### src/rtl/slp_train_ctrl_pkg.sv
// slp_train_ctrl_pkg: shared types for the slp training sequencer
package slp_train_ctrl_pkg;
  typedef enum logic [2:0] {IDLE, FETCH, EVAL, EPOCH_END, DONE} slp_ctrl_state_t;
endpackage

### src/rtl/slp_train_ctrl_buf.sv
// slp_train_ctrl_buf: labelled sample store, one write port, one async read port
module slp_train_ctrl_buf #(
  parameter int DEPTH = 16,
  parameter int W = 72,
  parameter int AW = $clog2(DEPTH)
) (
  input  logic          clk,
  input  logic          we,
  input  logic [AW-1:0] waddr,
  input  logic [W-1:0]  wdata,
  input  logic [AW-1:0] raddr,
  output logic [W-1:0]  rdata
);
  logic [W-1:0] mem_q [DEPTH];
  always_ff @(posedge clk) if (we) mem_q[waddr] <= wdata;
  assign rdata = mem_q[raddr];
endmodule

### src/rtl/slp_train_ctrl.sv
// slp_train_ctrl: replays a stored sample set into an slp epoch by epoch,
// counting mispredictions and decaying the learning rate until convergence or the epoch limit
module slp_train_ctrl
  import slp_train_ctrl_pkg::*;
#(
  parameter int IN = 8,
  parameter int I_PREC = 8,
  parameter int O_PREC = 8,
  parameter int R_PREC = 8,
  parameter int DEPTH = 16,
  parameter int MAX_EPOCH = 64,
  parameter logic [R_PREC-1:0] RATE_INIT = 8'h40,
  parameter int RATE_SHIFT = 1,
  parameter logic [R_PREC-1:0] RATE_MIN = 8'h01,
  localparam int EW = (MAX_EPOCH > 1) ? $clog2(MAX_EPOCH) : 1,
  localparam int CW = $clog2(DEPTH + 1),
  localparam int AW = $clog2(DEPTH),
  localparam int SW = IN * I_PREC
) (
  input  logic              clk,
  input  logic              reset_,
  input  logic              ld_valid,
  output logic              ld_ready,
  input  logic [SW-1:0]     ld_in,
  input  logic [O_PREC-1:0] ld_train,
  input  logic              clr,
  input  logic              start,
  input  logic              abort,
  output logic              busy,
  output logic              done,
  output logic              converged,
  output logic [EW-1:0]     epoch,
  output logic [CW-1:0]     err_cnt,
  output logic [SW-1:0]     slp_in,
  output logic [O_PREC-1:0] slp_train,
  output logic [R_PREC-1:0] slp_rate,
  output logic              slp_t_en,
  input  logic [O_PREC-1:0] slp_out
);
  slp_ctrl_state_t   state_q, state_d;
  logic [CW-1:0]     cnt_q, cnt_d, err_cnt_q, err_cnt_d;
  logic [AW-1:0]     idx_q, idx_d;
  logic [EW-1:0]     epoch_q, epoch_d;
  logic [SW-1:0]     slp_in_q, slp_in_d;
  logic [O_PREC-1:0] slp_train_q, slp_train_d;
  logic [R_PREC-1:0] slp_rate_q, slp_rate_d, rate_sh;
  logic              done_q, done_d, converged_q, converged_d, ld_we;
  logic [SW+O_PREC-1:0] rd_data;
  slp_train_ctrl_buf #(.DEPTH(DEPTH), .W(SW + O_PREC), .AW(AW)) u_buf (
    .clk(clk), .we(ld_we), .waddr(AW'(cnt_q)), .wdata({ld_in, ld_train}),
    .raddr(idx_q), .rdata(rd_data)
  );
  assign ld_ready  = (state_q == IDLE) && (cnt_q < CW'(DEPTH));
  assign busy      = state_q != IDLE;
  assign slp_t_en  = (state_q == EVAL) && !abort;
  assign rate_sh   = slp_rate_q >> RATE_SHIFT;
  assign done      = done_q;
  assign converged = converged_q;
  assign epoch     = epoch_q;
  assign err_cnt   = err_cnt_q;
  assign slp_in    = slp_in_q;
  assign slp_train = slp_train_q;
  assign slp_rate  = slp_rate_q;
  always_comb begin
    state_d = state_q;
    cnt_d = cnt_q;
    idx_d = idx_q;
    epoch_d = epoch_q;
    err_cnt_d = err_cnt_q;
    slp_in_d = slp_in_q;
    slp_train_d = slp_train_q;
    slp_rate_d = slp_rate_q;
    converged_d = converged_q;
    ld_we = 1'b0;
    if (abort && state_q inside {FETCH, EVAL, EPOCH_END}) begin
      state_d = IDLE;
      converged_d = 1'b0;
    end else begin
      case (state_q)
        IDLE:
          if (clr) cnt_d = '0;
          else if (start) begin
            converged_d = 1'b0;
            state_d = (cnt_q == '0) ? DONE : FETCH;
            idx_d = '0;
            epoch_d = '0;
            err_cnt_d = '0;
            slp_rate_d = (cnt_q == '0) ? slp_rate_q : RATE_INIT;
          end else if (ld_valid && ld_ready) begin
            ld_we = 1'b1;
            cnt_d = cnt_q + 1'b1;
          end
        FETCH: begin
          {slp_in_d, slp_train_d} = rd_data;
          state_d = EVAL;
        end
        EVAL: begin
          err_cnt_d = err_cnt_q + CW'(slp_out != slp_train_q);
          state_d = (CW'(idx_q) + CW'(1) == cnt_q) ? EPOCH_END : FETCH;
          idx_d = (state_d == FETCH) ? idx_q + 1'b1 : idx_q;
        end
        EPOCH_END:
          if (err_cnt_q == '0) begin
            converged_d = 1'b1;
            state_d = DONE;
          end else if (epoch_q == EW'(MAX_EPOCH - 1)) state_d = DONE;
          else begin
            epoch_d = epoch_q + 1'b1;
            idx_d = '0;
            err_cnt_d = '0;
            slp_rate_d = (rate_sh < RATE_MIN) ? RATE_MIN : rate_sh;
            state_d = FETCH;
          end
        default: state_d = IDLE;
      endcase
    end
    done_d = state_d == DONE;
  end
  always_ff @(posedge clk or negedge reset_) begin
    if (!reset_) begin
      state_q <= IDLE;
      cnt_q <= '0;
      idx_q <= '0;
      epoch_q <= '0;
      err_cnt_q <= '0;
      slp_in_q <= '0;
      slp_train_q <= '0;
      slp_rate_q <= RATE_INIT;
      done_q <= 1'b0;
      converged_q <= 1'b0;
    end else begin
      state_q <= state_d;
      cnt_q <= cnt_d;
      idx_q <= idx_d;
      epoch_q <= epoch_d;
      err_cnt_q <= err_cnt_d;
      slp_in_q <= slp_in_d;
      slp_train_q <= slp_train_d;
      slp_rate_q <= slp_rate_d;
      done_q <= done_d;
      converged_q <= converged_d;
    end
  end
endmodule

### config.mk
export PLATFORM = sky130hd
export DESIGN_NAME = slp_train_ctrl
export DESIGN_NICKNAME = d
export VERILOG_FILES = /design/src/rtl/slp_train_ctrl_pkg.sv /design/src/rtl/slp_train_ctrl_buf.sv /design/src/rtl/slp_train_ctrl.sv
export SDC_FILE = /design/constraint.sdc
export NUM_CORES = 1
export LEC_CHECK = 0
export CAP_MARGIN = 10
export CELL_PAD_IN_SITES_DETAIL_PLACEMENT = 1
export CELL_PAD_IN_SITES_GLOBAL_PLACEMENT = 2
export CORE_MARGIN = 2
export CORE_UTILIZATION = 50
export CTS_BUF_LIST = sky130_fd_sc_hd__clkbuf_8
export DETAILED_ROUTE_END_ITERATION = 8
export PLACE_DENSITY_LB_ADDON = 0.1
export SLEW_MARGIN = 20
export SYNTH_ARGS = -nofsm -noshare
export SYNTH_HDL_FRONTEND = slang
export SYNTH_HIERARCHICAL = 1
export SYNTH_SLANG_ARGS = --single-unit
### constraint.sdc
create_clock -name clk -period 18.5 [get_ports clk]
set_input_delay 3.7 -clock clk [delete_from_list [all_inputs] [get_ports clk]]
set_output_delay 3.7 -clock clk [all_outputs]
set_load 0.005 [all_outputs]
==> run_results.csv, run 1 <==
group,metric,value,unit
synthesis,synth_area_leaders,"edfxtp_1 (73%), mux4_2 (14%), dfrtp_1 (5.4%)",
layout,fin_cells,3879,
grt,grt_use_met3,4.63,%
sta,period_needed,8.76,ns
synthesis,yosysTopAreaCell,"edfxtp_1",
synthesis,synth-main-ff-cell,"edfxtp_1",
power,power_density,112,nW/µm²
cts,numCtsBuffers,200,
sta,setup-violations-final,0,
cts,clk_path_buf_depth,3,
synthesis,synthTopCellsByCount,"edfxtp_1 (1152), mux4_2 (288), a22oi_1 (145)",
power,p_leak,17.6,nW
setup_path,crit_type,"in2out",
grt,antenna_found_initial,8,
sta,fin_setup_tns,0,ns
cts,clock-sinks,1256,
floorplan,die_width,313,µm
min_path,hp-class,"reg2reg",
setup_path,crit_cells,3,
sta,fmax,0.114,GHz
synthesis,syn_inst,2117,
placement,hpwl,57.9,mm
route,dr.pass1.iters,5,
cts,insertion_delay,0.85,ns
synthesis,synth_edf_count,1152,
power,swShare,23.2,%
synthesis,synth.area.mux_share,15.4,%
grt,grt_overflow,0,
layout,nets,2532,
cts,clk_pin_slew,0.06,ns
grt,top_usage_layer,"met2",
setup_path,crit_path_end,"slp_t_en",
floorplan,rows,113,
setup_path,cpMostUsedCell,"clkdlybuf4s50_1",
synthesis,synth_most_common_cell,"edfxtp_1",
sta,rsz0062_at_grt,"no",
power,switchingPower,1.41,mW
cts,cts_tree,"built",
cts,clockRootBuffer,"clkbuf_8",
grt,grt_max_degree,162,
power,power,6.10,mW
synthesis,synth_adder_area_share,0.158,%
floorplan,dieArea,97700,µm²
floorplan,die_h,313,µm
setup_path,crit_chain,"clkdlybuf4s50_1 -> nor2_1 -> clkdlybuf4s50_1",
route,wl,112,mm
synthesis,ys_seq_area_share,78.2,%
grt,grt_pass1_wl,168,mm
sta,slew_viol_final,0,
cts,cts_max_level,4,
setup_path,path_max_fanout,6,
synthesis,synth_xor_xnor_area_share,0.331,%
route,vias,22900,
cts,cts_hold_buf,0,
sta,tightest_slew,1.15,ns
grt,use_met2,39.1,%
placement,placement.io_buffers,180,
sta,maxSlewHeadroom,23.3,%
synthesis,netlist-cell-type-count,54,
cts,post_cts_buffers,0,
setup_path,path_buf_inv,2,
power,p_seq_share,54.2,%
route,avgRoutedWirePerCell,28.9,µm
synthesis,synth.avg_cell_area,22.5,µm²
floorplan,initial_core_util,50.2,%
route,drt_iter0_drc,1837,
setup_path,cp_slowest_cell,"clkdlybuf4s50_1",
route,drcViolationCount,0,
power,comb_power_share,10.3,%
synthesis,ys_ff_latch,1256,
floorplan,pin_count,182,
placement,dp.cells,3501,
synthesis,syn_area,47600,µm²
placement,place_congestion,0.733,
synthesis,synth_top_area_share,72.7,%
power,peakVddDrop,71.6,µV
power,pwr-share-clk,35.5,%
sta,finClkSkew,0.0341,ns
layout,drive_gt1_share,26.4,%
synthesis,synthSimpleGateAreaFrac,1.66,%
floorplan,coreArea,94700,µm²
sta,whs,0.500,ns
layout,ff_latch_area,37200,µm²
layout,area_delta_synth_final,14.9,%
setup_path,cp_top_family,"buffers and inverters",
route,ant_nets,0,
sta,hold_violations,0,
grt,grt_usage,23.6,%
setup_path,r2r_end,"u_buf/mem_q[1][46]",
route,vias_per_cell,5.89,
setup_path,crit_start,"abort",
min_path,min_path_cells,1,
setup_path,max_stage_delay,0.56,ns
synthesis,synth_top_family_by_area,"multiplexers",
synthesis,ys_warn_count,6,
setup_path,reg2reg_from,"state_q[2]",
setup_path,worstRegToRegCells,7,
setup_path,rrSetupSlack,14.01,ns
layout,utilization,57.7,%
setup_path,cp.required,14.80,ns
cts,ctsResizeCount,0,
setup_path,cp_data_arrival_time,5.06,ns
synthesis,synth.net_count,2209,
setup_path,endpoint_kind,"primary output",
layout,fill_cells,8079,
power,p_int,4.69,mW
synthesis,synth_compound_area_share,2.89,%
flow_run,maxCapViolCount,0,
outcome,status,"complete, no violations",
grt,grt_pass1_vias,25400,
sta,fin_crit_sh,47.4,%
layout,multi_input_area,9910,µm²
synthesis,async_reset_ff_share,8.28,%
setup_path,critPathLaunchType,"input port",
grt,use_met1,32.5,%
==> worst reg2reg max path, stage by stage, from the launching register on <==
cell      delay (ns)
dfrtp_1         0.50
nor3_1          0.59
inv_1           0.22
nor2_1          0.17
and4bb_2        0.38
or3b_2          0.59
nor2_4          0.62
buf_4           0.96
==> worst min-delay path by stage <==
stage                     from    endpoint  slack, ns
floorplan           slp_in[47]  slp_in[47]       0.48
global placement    slp_in[48]  slp_in[48]       0.47
detailed placement   slp_in[9]   slp_in[9]       0.48
CTS                  slp_in[9]   slp_in[9]       0.50
global route        slp_in[47]  slp_in[47]       0.52
finish              slp_in[48]  slp_in[48]       0.50
==> cell type report <==
class	count	share of cell area (%)
diodes	3	0.0137
clock buffers	222	5.59
clock inverters	151	1.19
inverters	5	0.0343
multi-input cells	747	18.1
flip-flops and latches	1256	68.1
well taps	1265	2.90
repair buffers	230	4.10
==> cell usage in the layout (no fill, tap or decap), types with 3 or more instances in the layout <==
cell	instances
inv_1	105
nand2_1	87
nor3_1	4
buf_4	46
nor2_1	17
edfxtp_1	1152
a22o_1	7
clkinv_1	24
xor2_1	14
nor4_1	3
mux2_1	7
dfrtp_1	101
clkinvlp_4	6
mux2_2	69
nand3_1	5
o21ai_0	12
a22oi_1	145
nand4_1	5
or3_1	4
xnor2_1	4
diode_2	3
mux4_2	288
o21a_1	3
a21oi_1	8
clkdlybuf4s50_1	179
clkbuf_8	222
nor2_4	13
ha_1	6
nand2b_1	5
clkinv_2	18
nand3b_1	3
nor3_2	4
==> flip-flops by register name (all words and copies together) (netlist names) <==
register / count
idx_q: 4
done: 1
state_q: 3
slp_rate: 7
cnt_q: 5
u_buf/mem_q: 1152
slp_train: 8
converged: 1
slp_in: 64
err_cnt: 5
epoch: 6
==> cell families (layout without fill, tap and decap cells) <==
| family | Yosys count | after routing |
|---|---|---|
| other | 1 | 4 |
| AO/OA/AOI/OAI | 188 | 188 |
| XOR/XNOR | 18 | 18 |
| multiplexers | 365 | 365 |
| buffers and inverters | 114 | 608 |
| flip-flops | 1256 | 1256 |
| AND/OR/NAND/NOR | 169 | 169 |
| adder cells (fa/ha/maj) | 6 | 6 |
==> metal layers <==
metal	share of wire [%]	vias up
li1	-	9606
met5	0.069	-
met4	1.6	12
met2	51	650
met1	42	12400
met3	5.5	146
==> stage by stage <==
stage / cell area [µm²] / setup WS, ns
after floorplan: 47600 / 8.49
after global placement: 50900 / 9.80
after detailed placement: 50900 / 9.75
after CTS: 54600 / 9.74
after global routing: 54700 / 9.68
final: 54700 / 9.74
==> power groups by stage <==
| stage | clock (mW) | sequential [mW] | combinational (mW) |
|---|---|---|---|
| floorplan | 0 | 3.34 | 0.321 |
| global placement | 0 | 3.36 | 0.621 |
| detailed placement | 0 | 3.37 | 0.636 |
| CTS | 2.22 | 3.31 | 0.640 |
| global route | 2.35 | 3.32 | 0.679 |
| finish | 2.17 | 3.31 | 0.626 |
Power figures use the tool's default switching activity.
==> run 2, diff against run 1 <==
Settings changed: CORE_UTILIZATION 50 to 46.
Clock period 18.5 ns to 7 ns, I/O delays scaled along.
==> run_results.csv, run 2 (synthesis gave the netlist of run 1 again) <==
group,metric,value,unit
outcome,status,"complete, no violations",
flow_run,maxCapViolCount,0,
floorplan,die_width,326,µm
grt,grt_max_degree,123,
setup_path,crit_start,"state_q[2]",
min_path,worstHoldStart,"slp_in[9]",
sta,setup-violations-final,0,
grt,grt_pass1_wl,168,mm
floorplan,coreArea,102000,µm²
setup_path,max_stage_delay,0.54,ns
route,vias_per_cell,5.71,
cts,ctsResizeCount,0,
cts,clk_pin_slew,0.06,ns
cts,clockRootBuffer,"clkbuf_8",
placement,hpwl,60.5,mm
layout,largest_register,"u_buf/mem_q",
setup_path,r2r_end,"u_buf/mem_q[1][52]",
min_path,hp-class,"reg2reg",
power,p_leak,17.5,nW
grt,grt_overflow,0,
setup_path,reg2reg_from,"state_q[2]",
placement,place_congestion,0.726,
cts,cts_hold_buf,0,
sta,fin_crit_sh,59.7,%
route,dr.pass1.iters,5,
setup_path,cp_top_family,"buffers and inverters",
layout,largest_reg_flops,1152,
power,power_density,295,nW/µm²
floorplan,pin_count,182,
cts,cts_max_level,4,
grt,antenna_found_initial,9,
cts,post_cts_buffers,0,
route,vias,22700,
setup_path,cp_data_arrival_time,2.78,ns
placement,placed_cell_area,51100,µm²
min_path,min_to,"slp_in[9]",
setup_path,critPathLaunchType,"register",
cts,clk_path_buf_depth,3,
floorplan,die_h,326,µm
layout,final_cell_mix,"edfxtp_1 (1152), mux4_2 (288), clkbuf_8 (216), clkdlybuf4s50_1 (179), a22oi_1 (145)",
layout,final_area,54900,µm²
route,drt_iter0_drc,1672,
sta,tightest_slew,1.05,ns
sta,period_needed,4.18,ns
setup_path,path_buf_inv,2,
setup_path,endpoint_kind,"primary output",
grt,grt_pass1_vias,25200,
sta,rsz0062_at_grt,"no",
layout,nets,2531,
power,peakVddDrop,206,µV
setup_path,crit_chain,"nor3_1 -> inv_1 -> nor2_1 -> clkdlybuf4s50_1",
setup_path,crit_type,"reg2out",
cts,numCtsBuffers,201,
route,drcViolationCount,0,
setup_path,path_max_fanout,10,
sta,fmax,0.239,GHz
floorplan,initial_core_util,46.6,%
sta,finClkSkew,0.0360,ns
sta,hold_violations,0,
setup_path,worstRegToRegCells,7,
layout,drive_gt1_share,26.3,%
setup_path,cp_slowest_cell,"nor3_1",
placement,placement.io_buffers,180,
layout,area_delta_synth_final,15.4,%
setup_path,rrSetupSlack,2.83,ns
floorplan,dieArea,106000,µm²
sta,slew_viol_final,0,
min_path,min_path_cells,1,
route,wl,111,mm
setup_path,cp.required,5.60,ns
cts,insertion_delay,0.85,ns
floorplan,rows,117,
sta,fin_setup_tns,0,ns
layout,final_common_cell,"edfxtp_1",
route,ant_nets,0,
cts,clock-sinks,1256,
cts,cts_tree,"built",
sta,maxSlewHeadroom,29.8,%
route,avgRoutedWirePerCell,27.9,µm
grt,grt_usage,21.5,%
[run 2: cell types whose count changed in the layout (fill, tap and decap cells not counted), sizes merged]
cell / previous run / this run
bufinv: 1 / 3
inv: 107 / 86
clkbuf: 222 / 216
clkinvlp: 6 / 5
clkinv: 42 / 65
diode: 3 / 5
buf: 51 / 49
[run 2: per-layer routing]
layer  GRT usage, %  part of all wire (%)  up-vias
li1               -                     -     9602
met1           29.4                    43    12300
met2           34.6                    49      631
met3           4.65                   5.6      158
met4           7.10                   2.2        6
met5              0                 0.031        -
[run 2: how the worst max path moves through the flow]
stage | slack [ns] | cells past startpoint | to
2_1_floorplan | 1.24 | 3 | u_buf/mem_q[1][0]
3_3_place_gp | 2.24 | 5 | u_buf/mem_q[1][21]
3_5_place_dp | 2.17 | 5 | u_buf/mem_q[0][30]
4_1_cts | 2.72 | 4 | ld_ready
5_1_grt | 2.53 | 4 | ld_ready
6_report | 2.82 | 4 | ld_ready
[run 2: area by class of cell]
cell class	instances	area (µm²)
clock inverter	154	753
sequential	1256	37200
clock buffer	216	2970
multi-input combinational	747	9930
timing repair buffer	228	2300
tap	1368	1710
fill	9002	47300
antenna	5	12.5
inverter	5	18.8
[run 2: per-stage QoR]
stage                     total power [mW]  util [%]  cells  worst slack, ns  hold slack (ns)
final                                 16.2      53.7   3979             2.82            0.489
after global routing                  16.9      53.7   3979             2.53            0.512
after CTS                             16.4      53.7   3973             2.72            0.497
after detailed placement              10.6      50.1   3603             2.17            0.483
after global placement                10.6      50.0   3603             2.24            0.470
after floorplan                       9.67         -   2117             1.24            0.483
[run 2: report_power, final]
group,internal [mW],switching (mW)
Combinational,0.945,0.748
Sequential,8.51,0.213
Clock,2.96,2.83
==> run 3, diff against run 2 <==
Clock period 7 ns to 3.4 ns, I/O delays scaled along.
==> run_results.csv, run 3 (synthesis gave the netlist of run 1 again) <==
group,metric,value,unit
setup_path,cp_data_arrival_time,2.56,ns
setup_path,crit_chain,"or3b_4 -> nor2_2 -> clkdlybuf4s50_1",
layout,fill_cells,8980,
setup_path,worstRegToRegCells,7,
cts,insertion_delay,0.87,ns
power,power_density,597,nW/µm²
power,power,33.2,mW
layout,final_common_cell,"edfxtp_1",
setup_path,endpoint_kind,"primary output",
sta,period_needed,3.24,ns
floorplan,initial_core_util,46.6,%
route,vias,22900,
power,peakVddDrop,394,µV
flow_run,maxCapViolCount,0,
grt,antenna_found_initial,8,
sta,tightest_slew,0.839,ns
route,drt_iter0_drc,1853,
floorplan,rows,117,
layout,ff_latch_area,37200,µm²
setup_path,critPathLaunchType,"register",
placement,placed_cell_area,51900,µm²
floorplan,die_width,326,µm
setup_path,reg2reg_from,"state_q[0]",
placement,hpwl,68.4,mm
route,vias_per_cell,5.70,
cts,clock-sinks,1256,
route,ant_nets,0,
setup_path,path_max_fanout,11,
setup_path,r2r_end,"u_buf/mem_q[4][42]",
cts,clockRootBuffer,"clkbuf_8",
sta,hold_violations,0,
sta,fin_crit_sh,95.2,%
setup_path,crit_type,"reg2out",
layout,final_cell_mix,"edfxtp_1 (1152), mux4_2 (288), clkbuf_8 (213), clkdlybuf4s50_1 (179), a22oi_1 (145)",
route,wl,115,mm
cts,clk_pin_slew,0.06,ns
sta,slew_viol_final,0,
sta,setup-violations-final,0,
setup_path,max_stage_delay,0.53,ns
cts,numCtsBuffers,204,
layout,drive_gt1_share,26.7,%
cts,cts_tree,"built",
min_path,hp-class,"in2async",
sta,fmax,0.309,GHz
setup_path,cp_slowest_cell,"clkdlybuf4s50_1",
layout,final_area,55600,µm²
cts,cts_max_level,4,
grt,grt_overflow,0,
outcome,status,"complete, no violations",
setup_path,cp.required,2.72,ns
layout,area_delta_synth_final,16.8,%
floorplan,die_h,326,µm
sta,finClkSkew,0.0342,ns
layout,largest_reg_flops,1152,
route,avgRoutedWirePerCell,28.7,µm
grt,grt_pass1_wl,172,mm
grt,grt_pass1_vias,25500,
route,drcViolationCount,0,
floorplan,coreArea,102000,µm²
setup_path,rrSetupSlack,0.41,ns
grt,grt_usage,22.3,%
layout,nets,2570,
floorplan,dieArea,106000,µm²
placement,place_congestion,0.768,
sta,rsz0062_at_grt,"no",
power,p_leak,17.9,nW
route,dr.pass1.iters,5,
sta,maxSlewHeadroom,43.9,%
layout,largest_register,"u_buf/mem_q",
layout,multi_input_area,9950,µm²
floorplan,pin_count,182,
cts,clk_path_buf_depth,3,
grt,grt_max_degree,73,
placement,placement.io_buffers,180,
## run 3: critical path, delay by kind of cell, from the launching register on
| family | cells | cell delay, ns |
|---|---|---|
| AND/OR/NAND/NOR | 2 | 0.68 |
| buffers and inverters | 1 | 0.53 |
| flip-flops | 1 | 0.50 |
## run 3: power breakdown
part | internal [mW] | leakage, nW | switching [mW]
logic | 2.02 | 3.96 | 1.61
clock network | 5.85 | 2.22 | 5.81
registers | 17.5 | 11.7 | 0.400
## run 3: cell type report
class                      count  share of cell area (%)
clock buffer                 213                    5.27
sequential                  1256                    66.9
clock inverter               160                    1.24
inverter                       5                  0.0338
multi-input combinational    747                    17.9
timing repair buffer         264                    5.53
tap                         1368                    3.08
antenna                        5                  0.0225
## run 3: stage by stage
| step | setup slack, ns | utilization [%] | hold slack [ns] | setup TNS [ns] | cells |
|---|---|---|---|---|---|
| floorplan | -0.490 | - | 0.384 | -124.83 | 2117 |
| detailed placement | 0.164 | 50.8 | 0.475 | 0 | 3639 |
| global placement | 0.168 | 50.8 | 0.468 | 0 | 3639 |
| finish | 0.165 | 54.4 | 0.365 | 0 | 4018 |
| CTS | 0.00362 | 54.4 | 0.314 | 0 | 4013 |
| global route | 0.0470 | 54.4 | 0.379 | 0 | 4015 |
## run 3: timing repair
action / 4_1_cts / 5_1_grt
endpoints found under the setup margin: 1 / 1
buffers inserted: 0 / 0
hold endpoints to repair: 48 / 0
pin swaps: 0 / 0
hold buffers: 1 / 0
gates resized for setup: 3 / 1
## run 3: routing by layer
metal | track usage [%] | vias to the layer above | wire length (µm)
met5 | 0 | - | 13
met4 | 6.77 | 2 | 2470
met3 | 4.20 | 168 | 6040
met2 | 36.0 | 661 | 57000
met1 | 31.1 | 12400 | 49700
li1 | - | 9691 | -
## run 3: how the worst max path moves through the flow
stage | slack (ns) | to | startpoint | depth (start not counted)
2_1_floorplan | -0.49 | u_buf/mem_q[0][0] | state_q[0] | 7
3_3_place_gp | 0.17 | u_buf/mem_q[0][37] | start | 5
3_5_place_dp | 0.16 | u_buf/mem_q[4][44] | start | 5
4_1_cts | 0.004 | slp_t_en | state_q[2] | 3
5_1_grt | 0.05 | slp_t_en | state_q[2] | 3
6_report | 0.16 | slp_t_en | state_q[2] | 3
